## src/rtl/ru_mem_arbiter.sv

```systemverilog
// ru_mem_arbiter
//   Shares one single-port, registered-read word RAM between an instruction
//   fetch port (I) and a load/store port (D). It grants one requester at a
//   time and waits out the RAM's 1-cycle read latency. Byte-enable stores are
//   emulated by reading the old word and writing back the merged result.
//
//   Optional feature macro: RU_ARB_RR_EN
//     undefined : fixed priority, D wins on contention
//     defined   : round-robin on contention; last grant resets to I
//
// Ports
//   clk, rst            clock, synchronous active-high reset
//   i_req/i_addr        fetch request (held until i_ack), byte address
//   i_rdata/i_ack       registered fetch data, one-cycle completion pulse
//   d_req/d_we/d_be     data request, store flag, store byte enables
//   d_addr/d_wdata      data byte address, lane-aligned store data
//   d_rdata/d_ack       registered load data, one-cycle completion pulse
//   mem_addr/mem_din    RAM word address and write data
//   mem_we/mem_dout     RAM write enable and registered read data
module ru_mem_arbiter #(
    parameter  int ADDR_W = 12,
    parameter  int DATA_W = 32,
    localparam int BE_W   = DATA_W / 8
) (
    input  logic              clk,
    input  logic              rst,
    input  logic              i_req,
    input  logic [31:0]       i_addr,
    output logic [DATA_W-1:0] i_rdata,
    output logic              i_ack,
    input  logic              d_req,
    input  logic              d_we,
    input  logic [BE_W-1:0]   d_be,
    input  logic [31:0]       d_addr,
    input  logic [DATA_W-1:0] d_wdata,
    output logic [DATA_W-1:0] d_rdata,
    output logic              d_ack,
    output logic [ADDR_W-1:0] mem_addr,
    output logic [DATA_W-1:0] mem_din,
    output logic              mem_we,
    input  logic [DATA_W-1:0] mem_dout
);

    typedef enum logic [1:0] {IDLE, READ, ACK} state_t;

    state_t              state_q, state_d;
    logic                sel_d_q, sel_d_d;   // granted port is D
    logic                st_q, st_d;         // granted op is a store
    logic [ADDR_W-1:0]   addr_q, addr_d;
    logic [BE_W-1:0]     be_q, be_d;
    logic [DATA_W-1:0]   wdata_q, wdata_d;
    logic [DATA_W-1:0]   i_rdata_q, i_rdata_d;
    logic [DATA_W-1:0]   d_rdata_q, d_rdata_d;
    logic                last_d_q, last_d_d; // last grant went to D
    logic                gnt_d;

    // Byte-offset and high address bits are intentionally ignored (aliasing).
    logic unused_addr_bits;
    assign unused_addr_bits = ^{i_addr[31:ADDR_W+2], i_addr[1:0],
                                d_addr[31:ADDR_W+2], d_addr[1:0], last_d_q};

    assign i_rdata = i_rdata_q;
    assign d_rdata = d_rdata_q;

    always_comb begin
        state_d   = state_q;
        sel_d_d   = sel_d_q;
        st_d      = st_q;
        addr_d    = addr_q;
        be_d      = be_q;
        wdata_d   = wdata_q;
        i_rdata_d = i_rdata_q;
        d_rdata_d = d_rdata_q;
        last_d_d  = last_d_q;
        mem_addr  = '0;
        mem_din   = '0;
        mem_we    = 1'b0;
        i_ack     = 1'b0;
        d_ack     = 1'b0;

`ifdef RU_ARB_RR_EN
        // On contention take whichever port did not win last time.
        gnt_d = d_req && (!i_req || !last_d_q);
`else
        gnt_d = d_req;
`endif

        case (state_q)
            IDLE: begin
                if (i_req || d_req) begin
                    sel_d_d  = gnt_d;
                    st_d     = gnt_d && d_we;
                    addr_d   = gnt_d ? d_addr[ADDR_W+1:2] : i_addr[ADDR_W+1:2];
                    be_d     = d_be;
                    wdata_d  = d_wdata;
                    last_d_d = gnt_d;
                    mem_addr = addr_d;
                    if (gnt_d && d_we) begin
                        if (d_be == '1) begin
                            // Full word: write directly, no read needed.
                            mem_we  = 1'b1;
                            mem_din = d_wdata;
                            state_d = ACK;
                        end else if (d_be == '0) begin
                            state_d = ACK;
                        end else begin
                            state_d = READ;
                        end
                    end else begin
                        state_d = READ;
                    end
                end
            end
            READ: begin
                mem_addr = addr_q;
                if (st_q) begin
                    // Merge: enabled lanes from store data, rest from old word.
                    mem_we = 1'b1;
                    for (int b = 0; b < BE_W; b++)
                        mem_din[b*8 +: 8] = be_q[b] ? wdata_q[b*8 +: 8]
                                                    : mem_dout[b*8 +: 8];
                end else if (sel_d_q) begin
                    d_rdata_d = mem_dout;
                end else begin
                    i_rdata_d = mem_dout;
                end
                state_d = ACK;
            end
            ACK: begin
                mem_addr = addr_q;
                i_ack    = !sel_d_q;
                d_ack    = sel_d_q;
                state_d  = IDLE;
            end
            default: state_d = IDLE;
        endcase

        // Abandon any in-flight access immediately while reset is held.
        if (rst) begin
            mem_we  = 1'b0;
            mem_din = '0;
            i_ack   = 1'b0;
            d_ack   = 1'b0;
        end
    end

    always_ff @(posedge clk) begin
        if (rst) begin
            state_q   <= IDLE;
            sel_d_q   <= 1'b0;
            st_q      <= 1'b0;
            addr_q    <= '0;
            be_q      <= '0;
            wdata_q   <= '0;
            i_rdata_q <= '0;
            d_rdata_q <= '0;
            last_d_q  <= 1'b0;
        end else begin
            state_q   <= state_d;
            sel_d_q   <= sel_d_d;
            st_q      <= st_d;
            addr_q    <= addr_d;
            be_q      <= be_d;
            wdata_q   <= wdata_d;
            i_rdata_q <= i_rdata_d;
            d_rdata_q <= d_rdata_d;
            last_d_q  <= last_d_d;
        end
    end

endmodule

```

## config.mk

```make
export PLATFORM = sky130hd
export DESIGN_NAME = ru_mem_arbiter
export DESIGN_NICKNAME = d
export VERILOG_FILES = /design/src/rtl/ru_mem_arbiter.sv
export SDC_FILE = /design/constraint.sdc
export NUM_CORES = 1
export LEC_CHECK = 0
export BUFFER_PORTS_ARGS = -buffer_cell sky130_fd_sc_hd__buf_2
export CORE_MARGIN = 3
export CORE_UTILIZATION = 34
export CTS_BUF_LIST = sky130_fd_sc_hd__clkbuf_16
export DETAILED_ROUTE_END_ITERATION = 8
export PLACE_DENSITY = 0.68
export REMOVE_ABC_BUFFERS = 1
export SYNTH_ARGS = -nofsm -noshare
export SYNTH_HDL_FRONTEND = slang
export SYNTH_SLANG_ARGS = --single-unit
```

## constraint.sdc

```tcl
create_clock -name clk -period 1.7 [get_ports clk]
set_input_delay 0.34 -clock clk [delete_from_list [all_inputs] [get_ports clk]]
set_output_delay 0.34 -clock clk [all_outputs]
set_load 0.02 [all_outputs]
```

==> flow_summary.yaml, run 1 <==
floorplanning:
  io_pins: 248
  die_w_microns: 131
  fp.dieH_microns: 131
  core_area_sq_mm: 0.0149
  start_util: 0.355
  rows: 44
  dieArea_sq_mm: 0.0171
layout:
  final_cells: 1102
  n_antenna_cell: 0
  fillers: 1467
  nets: 1048
  syn_to_final_growth_pct: 48.2
  drive_gt1_frac: 0.416
setup_path:
  cp_max_fo: 12
  cpMaxStageDelayCell: "dfxtp_2"
  ff2ff_setup_slack_ns: 0.10
  worstPathRequired_ns: 1.36
  cp-end-kind: "primary output"
  path_cells: "inv_2 > ha_4 > and3_4 > clkbuf_16 > a32oi_1 > nor2_1 > buf_4"
  path_buf_inv: 3
  critPathTopFamily: "buffers and inverters"
  path_class: "flip-flop to primary output"
  startpoint: "state_q[0]$_SDFFE_PP0P_"
  worst-r2r-cell-count: 7
  r2r_start: "state_q[1]$_SDFFE_PP0P_"
  cp_num_cells: 7
  max_stage_delay_ns: 0.33
  start_kind: "flip-flop"
  timing.rr.end: "i_rdata[14]$_SDFFE_PP0P_"
  endpoint: "mem_din[15]"
  arrival_ns: 1.79
timing:
  tightest_slew_ns: 0.485
  setup_slack_ns: -0.430
  final-setup-viol-count: 47
  finalCritPeriodShare: 1.25
  drv_slew: 0
  max_clock_freq_mhz: 470
  hold_viol_final: 0
  clock_skew_ns: 0.00748
  rsz0062_at_grt: "yes"
  slew_headroom: 0.677
  whs_ns: 0.186
  min_period_ns: 2.13
placement:
  dpl.hpwl_microns: 12000
  place.gp.congestion: 0.753
  portBuffers: 207
  dp.cells: 1064
clock_tree:
  htreeDepth: 4
  clkSlewWorstSetupHoldPaths_ns: 0.05
  cts.sinks: 116
  cts-buffers-inserted: 17
  clock_latency_ns: 0.40
  cts_hold_repair.buffers: 0
  cts_root_buffer: "clkbuf_16"
  cts_tree: "done"
  cts_buffer_depth: 2
synth:
  ys_seq_area_frac: 0.439
  synthCells: 679
  ys_ff_latch: 116
  synth_cell_types: 30
  synth.avg_cell_area_sq_um: 7.78
  synth_area_sq_mm: 0.00528
  synth_warnings: 0
global_route:
  overflow: 0
  grt_use_total: 0.199
  grt_pass1_vias: 5141
  antenna_found_initial: 0
  grt_pass1_wl_microns: 26600
  grt_max_degree: 73
routing:
  antenna_left: 0
  drc: 0
  vias_per_cell: 5.09
  drtIter0Drc: 240
  finalWirelength_microns: 17900
  wl_per_cell_microns: 16.2
  via_count: 5609
  first_pass_iters: 5
power_and_ir_drop:
  powerDensity_mw_per_mm2: 1060
  ir_worst_vdd_mv: 0.658
  leakagePower_uw: 0.00343
outcome:
  outcome: "finished with violations"
  violations: "negative setup slack"
job:
  drv_cap: 0
hold_path:
  holdCritPathClass: "primary input to flip-flop"
-- through the flow --
step           total power [uW]  cell area (sq um)  setup TNS, ns  utilization  worst slack, ns
3_3_place_gp               4780               6810          -3.15        0.458           -0.110
5_1_grt                    8690               7830         -21.27        0.527           -0.508
2_1_floorplan              3940               4960         -50.11            -           -0.785
6_report                   8300               7830         -17.65        0.527           -0.430
3_5_place_dp               4810               6810          -3.89        0.458           -0.125
4_1_cts                    8240               7570         -16.80        0.509           -0.433
-- power by group --
part	internal [uW]	leakage (uW)	switching [uW]
combinational	882	0.00219	1110
sequential	2940	0.000948	109
clock	2080	0.000287	1170
total	5900	0.00343	2390
-- cell usage in the layout (no fill, tap or decap), types with 4 or more instances in the layout --
cell | Yosys | routed
a21oi_1 | 126 | 113
a21oi_2 | 0 | 13
a32oi_1 | 32 | 28
a32oi_2 | 0 | 4
buf_12 | 0 | 11
buf_2 | 27 | 160
buf_4 | 9 | 76
buf_6 | 3 | 21
clkbuf_16 | 0 | 18
clkinv_2 | 0 | 4
dfxtp_1 | 116 | 114
inv_1 | 3 | 7
mux2_2 | 44 | 44
nand2_1 | 237 | 225
nand2_2 | 0 | 4
nand2_4 | 0 | 8
nor2_1 | 38 | 38
-- routing by layer --
| layer | global-route usage | share of wire | vias up |
|---|---|---|---|
| li1 | - | - | 2754 |
| met1 | 0.243 | 0.43 | 2637 |
| met5 | 0 | 0 | - |
| met2 | 0.331 | 0.49 | 207 |
| met3 | 0.0748 | 0.081 | 11 |
| met4 | 0.0520 | 0.0058 | 0 |
-- worst reg2reg max path, cell delays in order, from the launching register on --
cell	delay, ns
dfxtp_2	0.32
inv_2	0.07
ha_1	0.19
buf_6	0.14
or3b_1	0.38
buf_4	0.21
nand2_1	0.08
a21oi_1	0.07
-- cell type report --
| cell class | instances | area (sq um) | area share |
|---|---|---|---|
| clock buffers | 17 | 425 | 0.0543 |
| clock inverters | 13 | 106 | 0.0136 |
| inverters | 3 | 11.3 | 0.00144 |
| multi-input cells | 500 | 2880 | 0.368 |
| flip-flops and latches | 116 | 2320 | 0.297 |
| well taps | 184 | 230 | 0.0294 |
| repair buffers | 269 | 1850 | 0.237 |
-- flip-flops by register name, summed over array words and instances, names as in the netlist --
register,cells
wdata_q,32
d_rdata,32
i_rdata,32
state_q,2
sel_d_q,1
addr_q,12
be_q,4
st_q,1
-- Yosys cell counts, drive strengths merged --
master,n,area share
nand2,237,0.17
a21oi,126,0.12
dfxtp,116,0.44
mux2,44,0.094
buf,41,0.046
nor2,38,0.027
a32oi,32,0.053
clkbuf,20,0.014
ha,4,0.0095
inv,3,0.0021
and3,2,0.0024
nor3b,2,0.0038
o21ai,2,0.0026
a22oi,1,0.0014
a31oi,1,0.0012
and2,1,0.0012
and3b,1,0.0017
and4,1,0.0017
nand3b,1,0.0014
nor4,1,0.0012
o211a,1,0.0019
o21a,1,0.0014
o311a,1,0.0019
o311ai,1,0.0017
or3b,1,0.0017
-- logic make-up (layout without fill, tap and decap cells) --
logic type / after synthesis / in the layout / share of synthesized area
buffers and inverters: 64 / 302 / 0.0625
multiplexers: 44 / 44 / 0.0938
AND/OR/NAND/NOR: 285 / 285 / 0.210
AO/OA/AOI/OAI: 166 / 167 / 0.184
flip-flops: 116 / 116 / 0.439
adder cells (fa/ha/maj): 4 / 4 / 0.00947
-- worst min-delay path by stage --
stage                     cells past startpoint                     start                       end
after floorplan                               1                       rst    addr_q[0]$_SDFFE_PP0P_
after global placement                        2  i_rdata[22]$_SDFFE_PP0P_  i_rdata[22]$_SDFFE_PP0P_
after detailed placement                      2  d_rdata[21]$_SDFFE_PP0P_  d_rdata[21]$_SDFFE_PP0P_
after CTS                                     3               d_wdata[30]  wdata_q[30]$_SDFFE_PP0P_
after global routing                          3               mem_dout[1]   i_rdata[1]$_SDFFE_PP0P_
final                                         3                d_wdata[4]   wdata_q[4]$_SDFFE_PP0P_
-- what timing repair did --
item,in CTS,in global routing
cloned,1,1
setup buffers,5,3
pin swaps,6,14
endpoints found under the setup margin,66,116
resized for setup,56,64
Note: power is estimated with default switching activity, not from simulation.
==> run 2, diff against run 1 <==
CORE_UTILIZATION = 30   (was 34)
PLACE_DENSITY = 0.62   (was 0.68)
==> flow_summary.yaml, run 2 (synthesis gave the netlist of run 1 again) <==
outcome:
  outcome: "finished with violations"
  violations: "negative setup slack"
power_and_ir_drop:
  power_frac_clock: 0.437
  leakagePower_uw: 0.00343
  switching_power_uw: 2560
  comb_power_share: 0.224
  p_sw_frac: 0.286
  ir_worst_vdd_mv: 0.706
  sequentialPowerShare: 0.339
  cell_internal_pwr_uw: 6410
  powerDensity_mw_per_mm2: 1120
timing:
  rsz0062_at_grt: "yes"
  tightest_slew_ns: 0.546
  slew_headroom: 0.636
  max_clock_freq_mhz: 464
  hold_viol_final: 0
  final-setup-viol-count: 47
  drv_slew: 0
  min_period_ns: 2.15
  setup_slack_ns: -0.455
  whs_ns: 0.182
  finalCritPeriodShare: 1.27
  clock_skew_ns: 0.00725
routing:
  wl_per_cell_microns: 17.0
  finalWirelength_microns: 19400
  drc: 0
  via_count: 5599
  vias_per_cell: 4.91
  drtIter0Drc: 201
  first_pass_iters: 4
  antenna_left: 0
setup_path:
  start_kind: "flip-flop"
  r2r_start: "state_q[1]$_SDFFE_PP0P_"
  ff2ff_setup_slack_ns: 0.05
  startpoint: "state_q[0]$_SDFFE_PP0P_"
  worstPathRequired_ns: 1.36
  timing.rr.end: "i_rdata[18]$_SDFFE_PP0P_"
  cp-end-kind: "primary output"
  path_class: "flip-flop to primary output"
  endpoint: "mem_din[13]"
  cp_max_fo: 6
  worst-r2r-cell-count: 8
  arrival_ns: 1.81
global_route:
  grt_use_total: 0.193
  grt_max_degree: 42
  grt_pass1_wl_microns: 29700
  grt_pass1_vias: 5391
  antenna_found_initial: 0
  overflow: 0
layout:
  fillers: 1685
  nets: 1048
  layout_common_cells: "nand2_1 (237), buf_2 (163), a21oi_1 (122), dfxtp_1 (114), buf_4 (67)"
  fin_util: 0.473
  final_common_cell: "nand2_1"
  n_antenna_cell: 0
  syn_to_final_growth_pct: 51.6
  drive_gt1_frac: 0.412
  final_cells: 1140
  final_area_sq_mm: 0.00801
placement:
  portBuffers: 207
  dpl_cell_area_sq_mm: 0.00690
  dpl.hpwl_microns: 12400
  place.gp.congestion: 0.758
  pre_cts_ws_ns: -0.107
  dp.cells: 1101
floorplanning:
  fp.dieH_microns: 139
  io_pins: 248
  dieArea_sq_mm: 0.0192
  die_w_microns: 139
  rows: 47
  start_util: 0.312
  core_area_sq_mm: 0.0169
clock_tree:
  cts_buffer_depth: 2
  cts_root_buffer: "clkbuf_16"
  clkSlewWorstSetupHoldPaths_ns: 0.06
  htreeDepth: 4
  cts.sinks: 116
  clock_latency_ns: 0.41
  cts_tree: "done"
  cts-buffers-inserted: 17
job:
  drv_cap: 0
hold_path:
  holdCritPathClass: "primary input to flip-flop"
==> run 2: worst min path at each step <==
stage / from / endpoint / cells past startpoint
final: d_wdata[0] / wdata_q[0]$_SDFFE_PP0P_ / 3
after global routing: d_wdata[18] / wdata_q[18]$_SDFFE_PP0P_ / 3
after CTS: d_wdata[5] / wdata_q[5]$_SDFFE_PP0P_ / 3
after detailed placement: i_rdata[20]$_SDFFE_PP0P_ / i_rdata[20]$_SDFFE_PP0P_ / 2
after global placement: wdata_q[10]$_SDFFE_PP0P_ / wdata_q[10]$_SDFFE_PP0P_ / 2
after floorplan: rst / addr_q[0]$_SDFFE_PP0P_ / 1
==> run 2: area by class of cell <==
class / instances / area, sq um / area share
multi-input combinational: 500 / 2800 / 0.349
inverter: 3 / 16.3 / 0.00203
tap: 220 / 275 / 0.0344
clock inverter: 15 / 213 / 0.0266
clock buffer: 17 / 425 / 0.0531
timing repair buffer: 269 / 1960 / 0.244
sequential: 116 / 2330 / 0.291
==> run 2: layer usage <==
layer,GRT usage,routed length [microns],vias to the layer above
li1,-,-,2759
met1,0.249,8710,2608
met2,0.311,8940,209
met3,0.0652,1520,23
met4,0.0510,208,0
met5,0,0,-
==> run 2: critical path, cell delays in order (launching register included) <==
cell	delay (ns)
dfxtp_4	0.38
inv_4	0.05
ha_4	0.15
buf_6	0.12
o21ai_4	0.17
buf_6	0.17
buf_16	0.14
nor2_1	0.06
buf_4	0.16
==> run 2: power groups by stage <==
stage	clock, uW	combinational [uW]	sequential, uW
final	3920	2010	3040
after global routing	4150	2180	3060
after CTS	4010	1960	3040
after detailed placement	0	1760	3090
after global placement	0	1730	3080
after floorplan	0	743	3190
==> run 2: timing repair <==
action	4_1_cts	5_1_grt
pin swaps	3	2
gates resized for setup	83	31
endpoints found under the hold margin	0	0
endpoints found under the setup margin	115	126
gates cloned	3	1
hold buffers	0	0
buffers inserted	7	2
==> run 2: stage by stage <==
stage	total power (uW)	TNS, ns
after global placement	4810	-4.49
after global routing	9400	-21.00
final	8970	-17.61
after floorplan	3940	-50.11
after detailed placement	4850	-6.38
after CTS	9010	-18.30
==> run 3, diff against run 2 <==
ABC_AREA = 1   (was not set)
CORE_UTILIZATION = 42   (was 30)
PLACE_DENSITY = 0.8   (was 0.62)
==> flow_summary.yaml, run 3 <==
global_route:
  grt_max_degree: 48
  grt_use_total: 0.248
  overflow: 0
  antenna_found_initial: 0
  grt_pass1_wl_microns: 28200
  grt_pass1_vias: 5856
power_and_ir_drop:
  leakagePower_uw: 0.00395
  sequentialPowerShare: 0.361
  comb_power_share: 0.268
  powerDensity_mw_per_mm2: 1020
  ir_worst_vdd_mv: 0.636
  cell_internal_pwr_uw: 5920
  switching_power_uw: 2710
  p_sw_frac: 0.314
  power_frac_clock: 0.371
floorplanning:
  die_w_microns: 118
  rows: 40
  core_area_sq_mm: 0.0122
  dieArea_sq_mm: 0.0140
  io_pins: 248
  start_util: 0.435
  fp.dieH_microns: 118
synth:
  ys.flop_type: "dfxtp_1"
  synth_cell_types: 23
  synthCells: 809
  synth_largest_area_cell: "dfxtp_1"
  ys_seq_area_frac: 0.439
  synth.most_common_cell: "nor2_1"
  async_reset_ff_frac: 0
  synth-edff-count: 0
  synth_top_area_frac: 0.439
  synth_warnings: 0
  synth_area_sq_mm: 0.00529
  ys_ff_latch: 116
  synthTopCellsByArea: "dfxtp_1 (44%), nor2_1 (21%), nand2_1 (9.6%), o21ai_0 (6.5%), a21oi_1 (6.1%)"
  synth.avg_cell_area_sq_um: 6.54
  yosys-top-cells-count: "nor2_1 (293), nand2_1 (135), dfxtp_1 (116)"
clock_tree:
  clkSlewWorstSetupHoldPaths_ns: 0.05
  cts-buffers-inserted: 17
  cts.sinks: 116
  cts_root_buffer: "clkbuf_16"
  htreeDepth: 4
  cts_tree: "done"
  clock_latency_ns: 0.42
  cts_hold_repair.buffers: 0
  cts_buffer_depth: 2
timing:
  hold_viol_final: 0
  slew_headroom: 0.517
  drv_slew: 0
  setup_slack_ns: -0.630
  rsz0062_at_grt: "yes"
  clock_skew_ns: 0.00796
  min_period_ns: 2.33
  tightest_slew_ns: 0.724
  finalCritPeriodShare: 1.37
  max_clock_freq_mhz: 429
  whs_ns: 0.181
  final-setup-viol-count: 45
  setup_tns_ns: -23.57
layout:
  fin_util: 0.693
  layout_common_cells: "nor2_1 (277), buf_2 (160), nand2_1 (121), dfxtp_1 (113), buf_4 (110)"
  drive_gt1_frac: 0.404
  syn_to_final_growth_pct: 59.3
  final_common_cell: "nor2_1"
  nets: 1219
  n_antenna_cell: 0
  final_area_sq_mm: 0.00843
routing:
  drtIter0Drc: 448
  first_pass_iters: 6
  finalWirelength_microns: 18600
  via_count: 6348
  vias_per_cell: 5.04
  wl_per_cell_microns: 14.7
  antenna_left: 0
  drc: 0
setup_path:
  worstPathRequired_ns: 1.36
  start_kind: "flip-flop"
  cp-end-kind: "primary output"
  path_class: "flip-flop to primary output"
  cp_max_fo: 7
  arrival_ns: 1.99
placement:
  pre_cts_ws_ns: -0.135
  dpl_cell_area_sq_mm: 0.00700
  place.gp.congestion: 0.824
  dpl.hpwl_microns: 11700
  portBuffers: 207
outcome:
  violations: "negative setup slack"
  outcome: "finished with violations"
job:
  drv_cap: 0
hold_path:
  holdCritPathClass: "primary input to flip-flop"
-- run 3: routing by layer --
layer / global-route usage / routed length, microns / vias to the layer above
met5: 0 / 0 / -
met4: 0.105 / 352 / 0
met3: 0.0632 / 1390 / 31
met2: 0.417 / 9220 / 281
met1: 0.300 / 7600 / 2930
li1: - / - / 3106
-- run 3: power groups by stage --
stage	Sequential, uW	Combinational, uW	Clock [uW]
3_3_place_gp	3150	1810	0
4_1_cts	3110	2110	3230
5_1_grt	3150	2500	3360
2_1_floorplan	3320	758	0
6_report	3110	2310	3200
3_5_place_dp	3160	1840	0
-- run 3: final timing paths --
path / startpoint / endpoint / slack (ns) / cells after the start
max: state_q[0]$_SDFFE_PP0P_ / mem_addr[7] / -0.63 / 10
min: mem_dout[16] / i_rdata[16]$_SDFFE_PP0P_ / 0.18 / 3
max reg2reg: state_q[0]$_SDFFE_PP0P_ / addr_q[2]$_SDFFE_PP0P_ / 0.04 / 11
min reg2reg: wdata_q[4]$_SDFFE_PP0P_ / wdata_q[4]$_SDFFE_PP0P_ / 0.46 / 2
-- run 3: repair_timing --
action,4_1_cts,5_1_grt
resized for setup,107,103
setup buffers,12,13
pin swaps,8,37
endpoints found under the setup margin,47,94
gates cloned,4,1
-- run 3: worst max-delay path, stage by stage (launching register included) --
cell,delay [ns]
dfxtp_2,0.32
inv_2,0.07
ha_4,0.15
inv_4,0.04
nor2_4,0.14
buf_6,0.14
buf_12,0.12
buf_8,0.13
nand2_1,0.12
a21oi_2,0.19
buf_6,0.14
-- run 3: cells by family (layout without fill, tap and decap cells) --
logic type,Yosys count,after routing,synth area share
fa+ha+maj,4,4,0.00946
flops,116,116,0.439
compound gates,133,133,0.126
simple gates,486,486,0.365
buf+inv,70,352,0.0610
-- run 3: cell type report --
| cell class | count | area [sq um] |
|---|---|---|
| clock buffers | 17 | 425 |
| clock inverters | 15 | 101 |
| fillers | 999 | 3730 |
| inverters | 17 | 85.1 |
| multi-input cells | 623 | 3100 |
| flip-flops and latches | 116 | 2330 |
| well taps | 168 | 210 |
| repair buffers | 303 | 2180 |
-- run 3: per-stage QoR --
stage / cells / power [uW]
2_1_floorplan: 756 / 4080
3_3_place_gp: 1210 / 4960
3_5_place_dp: 1210 / 5000
4_1_cts: 1253 / 8450
5_1_grt: 1259 / 9010
6_report: 1259 / 8630
